## config.mk

```make
export PLATFORM = sky130hd
export DESIGN_NAME = wm8731_deserializer
export DESIGN_NICKNAME = d
export VERILOG_FILES = /design/src/rtl/wm8731_deserializer.sv
export SDC_FILE = /design/constraint.sdc
export NUM_CORES = 1
export LEC_CHECK = 0
export BUFFER_PORTS_ARGS = -buffer_cell sky130_fd_sc_hd__buf_2
export CAP_MARGIN = 30
export CELL_PAD_IN_SITES_DETAIL_PLACEMENT = 1
export CELL_PAD_IN_SITES_GLOBAL_PLACEMENT = 1
export CORE_ASPECT_RATIO = 0.75
export CORE_MARGIN = 10
export CORE_UTILIZATION = 25
export DETAILED_ROUTE_END_ITERATION = 8
export GPL_ROUTABILITY_DRIVEN = 0
export HOLD_SLACK_MARGIN = 0.15
export PLACE_DENSITY_LB_ADDON = 0.1
export SETUP_SLACK_MARGIN = 0.15
export SYNTH_ARGS = -nofsm -noshare
export SYNTH_HDL_FRONTEND = slang
export SYNTH_SLANG_ARGS = --single-unit
```

## constraint.sdc

```tcl
create_clock -name clk -period 2.4 [get_ports clk]
set_clock_uncertainty 0.15 [all_clocks]
set_input_delay 0.24 -clock clk [delete_from_list [all_inputs] [get_ports clk]]
set_output_delay 0.24 -clock clk [all_outputs]
set_load 0.02 [all_outputs]
```

## src/rtl/wm8731_deserializer.sv

```systemverilog
// I2S receive path for the WM8731 ADC: synchronizes BCLK/ADCLRC/ADCDAT into clk,
// recovers left/right WIDTH-bit words and presents them as a pair with a valid strobe.
module wm8731_deserializer #(
    parameter int WIDTH       = 16,
    parameter int SYNC_STAGES = 2
) (
    input  logic             clk,
    input  logic             reset,
    input  logic             bclk,
    input  logic             adc_lr_ck,
    input  logic             adc_dat,
    output logic [WIDTH-1:0] audio_l,
    output logic [WIDTH-1:0] audio_r,
    output logic             valid,
    output logic             frame_err
);

    localparam int CW = $clog2(WIDTH + 1);

    typedef enum logic [1:0] {IDLE, SKIP, SHIFT, HOLD} state_t;

    logic [SYNC_STAGES-1:0] bclk_sync_reg;
    logic [SYNC_STAGES-1:0] lr_sync_reg;
    logic [SYNC_STAGES-1:0] dat_sync_reg;

    logic             bclk_s, lr_s, dat_s;
    logic             rise, lr_edge;
    logic [WIDTH-1:0] word;

    state_t           state_reg, state_next;
    logic             bclk_prev_reg, bclk_prev_next;
    logic             lr_prev_reg, lr_prev_next;
    logic             primed_reg, primed_next;
    logic             channel_reg, channel_next;
    logic             left_ok_reg, left_ok_next;
    logic [WIDTH-1:0] left_hold_reg, left_hold_next;
    logic [WIDTH-1:0] shift_reg, shift_next;
    logic [CW-1:0]    count_reg, count_next;
    logic [WIDTH-1:0] audio_l_reg, audio_l_next;
    logic [WIDTH-1:0] audio_r_reg, audio_r_next;
    logic             valid_reg, valid_next;
    logic             frame_err_reg, frame_err_next;

    // Equal-depth chains keep the three pins mutually aligned after synchronization.
    always_ff @(posedge clk) begin
        if (reset) begin
            bclk_sync_reg <= '0;
            lr_sync_reg   <= '0;
            dat_sync_reg  <= '0;
        end else begin
            bclk_sync_reg <= {bclk_sync_reg[SYNC_STAGES-2:0], bclk};
            lr_sync_reg   <= {lr_sync_reg[SYNC_STAGES-2:0], adc_lr_ck};
            dat_sync_reg  <= {dat_sync_reg[SYNC_STAGES-2:0], adc_dat};
        end
    end

    assign bclk_s = bclk_sync_reg[SYNC_STAGES-1];
    assign lr_s   = lr_sync_reg[SYNC_STAGES-1];
    assign dat_s  = dat_sync_reg[SYNC_STAGES-1];

    assign rise = bclk_s & ~bclk_prev_reg;
    // The first rise after reset only learns the LRCK level, so a level that was
    // already high at reset is not mistaken for a fresh channel start.
    assign lr_edge = rise & primed_reg & (lr_s ^ lr_prev_reg);
    assign word    = {shift_reg[WIDTH-2:0], dat_s};

    always_ff @(posedge clk) begin
        if (reset) begin
            state_reg     <= IDLE;
            bclk_prev_reg <= 1'b0;
            lr_prev_reg   <= 1'b0;
            primed_reg    <= 1'b0;
            channel_reg   <= 1'b0;
            left_ok_reg   <= 1'b0;
            left_hold_reg <= '0;
            shift_reg     <= '0;
            count_reg     <= '0;
            audio_l_reg   <= '0;
            audio_r_reg   <= '0;
            valid_reg     <= 1'b0;
            frame_err_reg <= 1'b0;
        end else begin
            state_reg     <= state_next;
            bclk_prev_reg <= bclk_prev_next;
            lr_prev_reg   <= lr_prev_next;
            primed_reg    <= primed_next;
            channel_reg   <= channel_next;
            left_ok_reg   <= left_ok_next;
            left_hold_reg <= left_hold_next;
            shift_reg     <= shift_next;
            count_reg     <= count_next;
            audio_l_reg   <= audio_l_next;
            audio_r_reg   <= audio_r_next;
            valid_reg     <= valid_next;
            frame_err_reg <= frame_err_next;
        end
    end

    always_comb begin
        state_next     = state_reg;
        bclk_prev_next = bclk_s;
        lr_prev_next   = lr_prev_reg;
        primed_next    = primed_reg;
        channel_next   = channel_reg;
        left_ok_next   = left_ok_reg;
        left_hold_next = left_hold_reg;
        shift_next     = shift_reg;
        count_next     = count_reg;
        audio_l_next   = audio_l_reg;
        audio_r_next   = audio_r_reg;
        valid_next     = 1'b0;
        frame_err_next = 1'b0;

        if (rise) begin
            primed_next  = 1'b1;
            lr_prev_next = lr_s;
        end

        case (state_reg)
            IDLE: begin
                if (lr_edge) begin
                    state_next   = SKIP;
                    channel_next = lr_s;
                end
            end
            // The rise that revealed the LRCK edge is the I2S delay slot, so the
            // next rise already carries the MSB.
            SKIP: begin
                if (lr_edge) begin
                    frame_err_next = 1'b1;
                    left_ok_next   = 1'b0;
                    channel_next   = lr_s;
                end else begin
                    count_next = '0;
                    shift_next = '0;
                    state_next = SHIFT;
                end
            end
            SHIFT: begin
                if (rise) begin
                    shift_next = word;
                    if (count_reg == CW'(WIDTH - 1)) begin
                        count_next = CW'(WIDTH);
                        state_next = HOLD;
                        if (!channel_reg) begin
                            left_hold_next = word;
                            left_ok_next   = 1'b1;
                        end else if (left_ok_reg) begin
                            audio_l_next = left_hold_reg;
                            audio_r_next = word;
                            valid_next   = 1'b1;
                            left_ok_next = 1'b0;
                        end
                        // The final bit wins over a coincident edge; the edge then starts the next word.
                        if (lr_edge) begin
                            state_next   = SKIP;
                            channel_next = lr_s;
                        end
                    end else if (lr_edge) begin
                        frame_err_next = 1'b1;
                        left_ok_next   = 1'b0;
                        channel_next   = lr_s;
                        state_next     = SKIP;
                    end else begin
                        count_next = count_reg + CW'(1);
                    end
                end
            end
            HOLD: begin
                if (lr_edge) begin
                    state_next   = SKIP;
                    channel_next = lr_s;
                end
            end
            default: state_next = IDLE;
        endcase
    end

    assign audio_l   = audio_l_reg;
    assign audio_r   = audio_r_reg;
    assign valid     = valid_reg;
    assign frame_err = frame_err_reg;

endmodule

```

==> impl_metrics.env <==
export IMPL_clk_path_buf_depth=2
export IMPL_fmax_ghz=0.476
export IMPL_vdd_drop_max_mv=0.346
export IMPL_cts_max_level=3
export IMPL_num_vias=2564
export IMPL_startpoint_type="flop"
export IMPL_drc=0
export IMPL_drive_gt1_share_pct=21.2
export IMPL_ys_async_sr_fraction_pct=0
export IMPL_hp_start="reset"
export IMPL_rr_worst_depth=7
export IMPL_dr_pass1_iters=4
export IMPL_multi_input_area_sq_um=1330
export IMPL_path_class="flop to flop"
export IMPL_synth_common_cells="nand2_1 (103), dfxtp_1 (83), a21oi_1 (61)"
export IMPL_grt_util_all_layers_pct=10.1
export IMPL_io_buffers=38
export IMPL_cts_buffers=9
export IMPL_ant_nets=0
export IMPL_synthCells=356
export IMPL_path_buf_inv=0
export IMPL_synth_top_cell_area_share_pct=53.3
export IMPL_die_h_um=117
export IMPL_critPathSlowestCell="dfxtp_1"
export IMPL_hold_path_class="input port to flop"
export IMPL_core_rowCount=35
export IMPL_start_util_pct=25.5
export IMPL_period_share_pct=87.6
export IMPL_worstPathMaxFanout=5
export IMPL_grt_pass1_wl_mm=13.8
export IMPL_rsz0062_at_grt="yes"
export IMPL_r2r_end="count_reg[3]"
export IMPL_n_antenna_cell=0
export IMPL_nets=403
export IMPL_detail_route_wl_per_cell_um=15.0
export IMPL_setup_viol=0
export IMPL_total_power_mw=2.82
export IMPL_worstPathCellList="ha_1, and3_1, ha_1, nand2_1, o2111a_2, o31ai_1, a21oi_1"
export IMPL_die_w_um=149
export IMPL_drtIter0Drc=129
export IMPL_synth_cell_area_sq_um=3120
export IMPL_p_leak_nw=1.40
export IMPL_core_area_sq_um=12200
export IMPL_postLayoutCoreUtil_pct=31.1
export IMPL_dieArea_sq_um=17400
export IMPL_fin_crit_ns=2.10
export IMPL_status="finished clean"
export IMPL_setup_tns_ns=0
export IMPL_crit_path_frequent_cell="ha_1"
export IMPL_grt_pass1_vias=2605
export IMPL_critPathCaptureType="flop"
export IMPL_cp_arrival_ns=2.16
export IMPL_grt_max_degree=42
export IMPL_via_per_inst=4.56
export IMPL_final_max_slew_viol_count=0
export IMPL_synth_edf_count=0
export IMPL_place_area_sq_um=3470
export IMPL_dp_hpwl_mm=5.57
export IMPL_final_area_sq_um=3800
export IMPL_tightest_slew_ns=0.634
export IMPL_fillCellCount=1414
export IMPL_cp_top_family="compound AO/OA/AOI/OAI gates"
export IMPL_synth_top_area_cell="dfxtp_1"
export IMPL_ios=39
export IMPL_synth_seq_area_share_pct=53.3
export IMPL_ff_latch_area_sq_um=1660
export IMPL_drt_wl_total_mm=8.42
export IMPL_numClockSinks=83
export IMPL_cts_tree="built"
export IMPL_synth_area_top_cells="dfxtp_1 (53%), nand2_1 (12%), a21oi_1 (9.8%)"
export IMPL_overflow=0
export IMPL_yosysMostFrequentCell="nand2_1"
export IMPL_clkLatencyLatePin_ns=0.34
export IMPL_synth_cell_types=39
export IMPL_finalWorstSetupSlack_ns=0.298
export IMPL_antenna_found_initial=0
export IMPL_syn_to_final_growth_pct=22.0
export IMPL_hold_depth=3
export IMPL_yosys_warnings=0
export IMPL_synth_nets=367
export IMPL_path_clk_slew_ns=0.06
export IMPL_pre_cts_ws_ns=0.130
export IMPL_r2r_slack_ns=0.30
export IMPL_maxSlewHeadroom_pct=57.7
export IMPL_syn_avg_cell_area_sq_um=8.75
export IMPL_synth_flop_cell="dfxtp_1"
export IMPL_slowest_delay_ns=0.36
export IMPL_power_density_nw_per_um2=742
export IMPL_startpoint="count_reg[0]"
export IMPL_hold_viol=0
export IMPL_cap_violations=0
export IMPL_hold_path_end="primed_reg"
export IMPL_cp_required_ns=2.46
export IMPL_cts_root_buf="clkbuf_16"
export IMPL_reg2reg_from="count_reg[0]"
export IMPL_ys_ff_latch=83
==> worst reg2reg max path, delay by kind of cell (launching register included) <==
family | cells | cell delay [ns]
flip-flops | 1 | 0.36
adder cells (fa/ha/maj) | 2 | 0.40
AO/OA/AOI/OAI | 3 | 0.70
AND/OR/NAND/NOR | 2 | 0.36
==> power breakdown <==
part	internal [mW]	switching, mW	total [mW]
clock network	0.825	0.553	1.38
registers	1.38	0.00602	1.39
logic	0.0168	0.0355	0.0523
total	2.23	0.594	2.82
==> kinds of logic (layout without fill, tap and decap cells) <==
family	Yosys count	count (layout)	synth area share, %
simple gates	148	148	21.3
buf+inv	28	68	4.50
compound gates	90	90	17.9
fa+ha+maj	6	6	2.41
xor+xnor	1	1	0.522
flops	83	83	53.3
==> metrics by stage <==
stage                     std cells  hold WS, ns
after floorplan                 356        0.218
final                           562        0.275
after detailed placement        544        0.286
after CTS                       562        0.266
after global placement          544        0.284
after global routing            562        0.284
==> cells in the final DEF (no fill, tap or decap), types with 2 or more instances in the layout <==
| master | Yosys | final |
|---|---|---|
| nand2_1 | 103 | 103 |
| dfxtp_1 | 83 | 83 |
| a21oi_1 | 61 | 61 |
| buf_2 | 1 | 38 |
| a22o_2 | 15 | 15 |
| nor2b_1 | 12 | 12 |
| clkbuf_16 | 0 | 9 |
| buf_4 | 2 | 8 |
| nor2_1 | 7 | 6 |
| ha_1 | 6 | 6 |
| nand4b_1 | 4 | 4 |
| nand4_1 | 4 | 4 |
| o21ai_0 | 4 | 4 |
| inv_1 | 3 | 3 |
| nand3_1 | 3 | 3 |
| and2_1 | 3 | 3 |
| o31ai_1 | 3 | 3 |
| clkinv_2 | 0 | 3 |
| dlygate4sd3_1 | 0 | 3 |
| nor3_1 | 2 | 2 |
==> layer usage <==
metal | track usage (%) | up-vias | part of all wire, %
li1 | - | 1281 | -
met4 | 3.72 | 0 | 1.5
met2 | 14.8 | 41 | 43
met1 | 13.1 | 1231 | 50
met5 | 0 | - | 0
met3 | 3.99 | 11 | 4.9
==> worst max path at each step <==
stage / end / slack [ns] / depth (start not counted)
finish: count_reg[3] / 0.30 / 7
global route: audio_r[14] / 0.12 / 7
CTS: count_reg[3] / 0.29 / 7
detailed placement: audio_r[14] / 0.13 / 7
global placement: audio_r[12] / 0.20 / 7
floorplan: audio_r[10] / 0.43 / 9
==> final cells by class <==
| type | count | share of cell area (%) |
|---|---|---|
| sequential | 83 | 43.7 |
| clock inverter | 5 | 1.42 |
| multi-input combinational | 245 | 34.9 |
| inverter | 3 | 0.296 |
| clock buffer | 10 | 6.29 |
| timing repair buffer | 50 | 7.90 |
| tap | 166 | 5.47 |
==> repair_timing <==
| item | 4_1_cts | 5_1_grt |
|---|---|---|
| gates resized for setup | 1 | 2 |
| hold buffers | 3 | 0 |
| endpoints found under the hold margin | 3 | 0 |
| endpoints found under the setup margin | 24 | 5 |
| buffers inserted | 0 | 0 |
(Power assumes the default switching activity.)
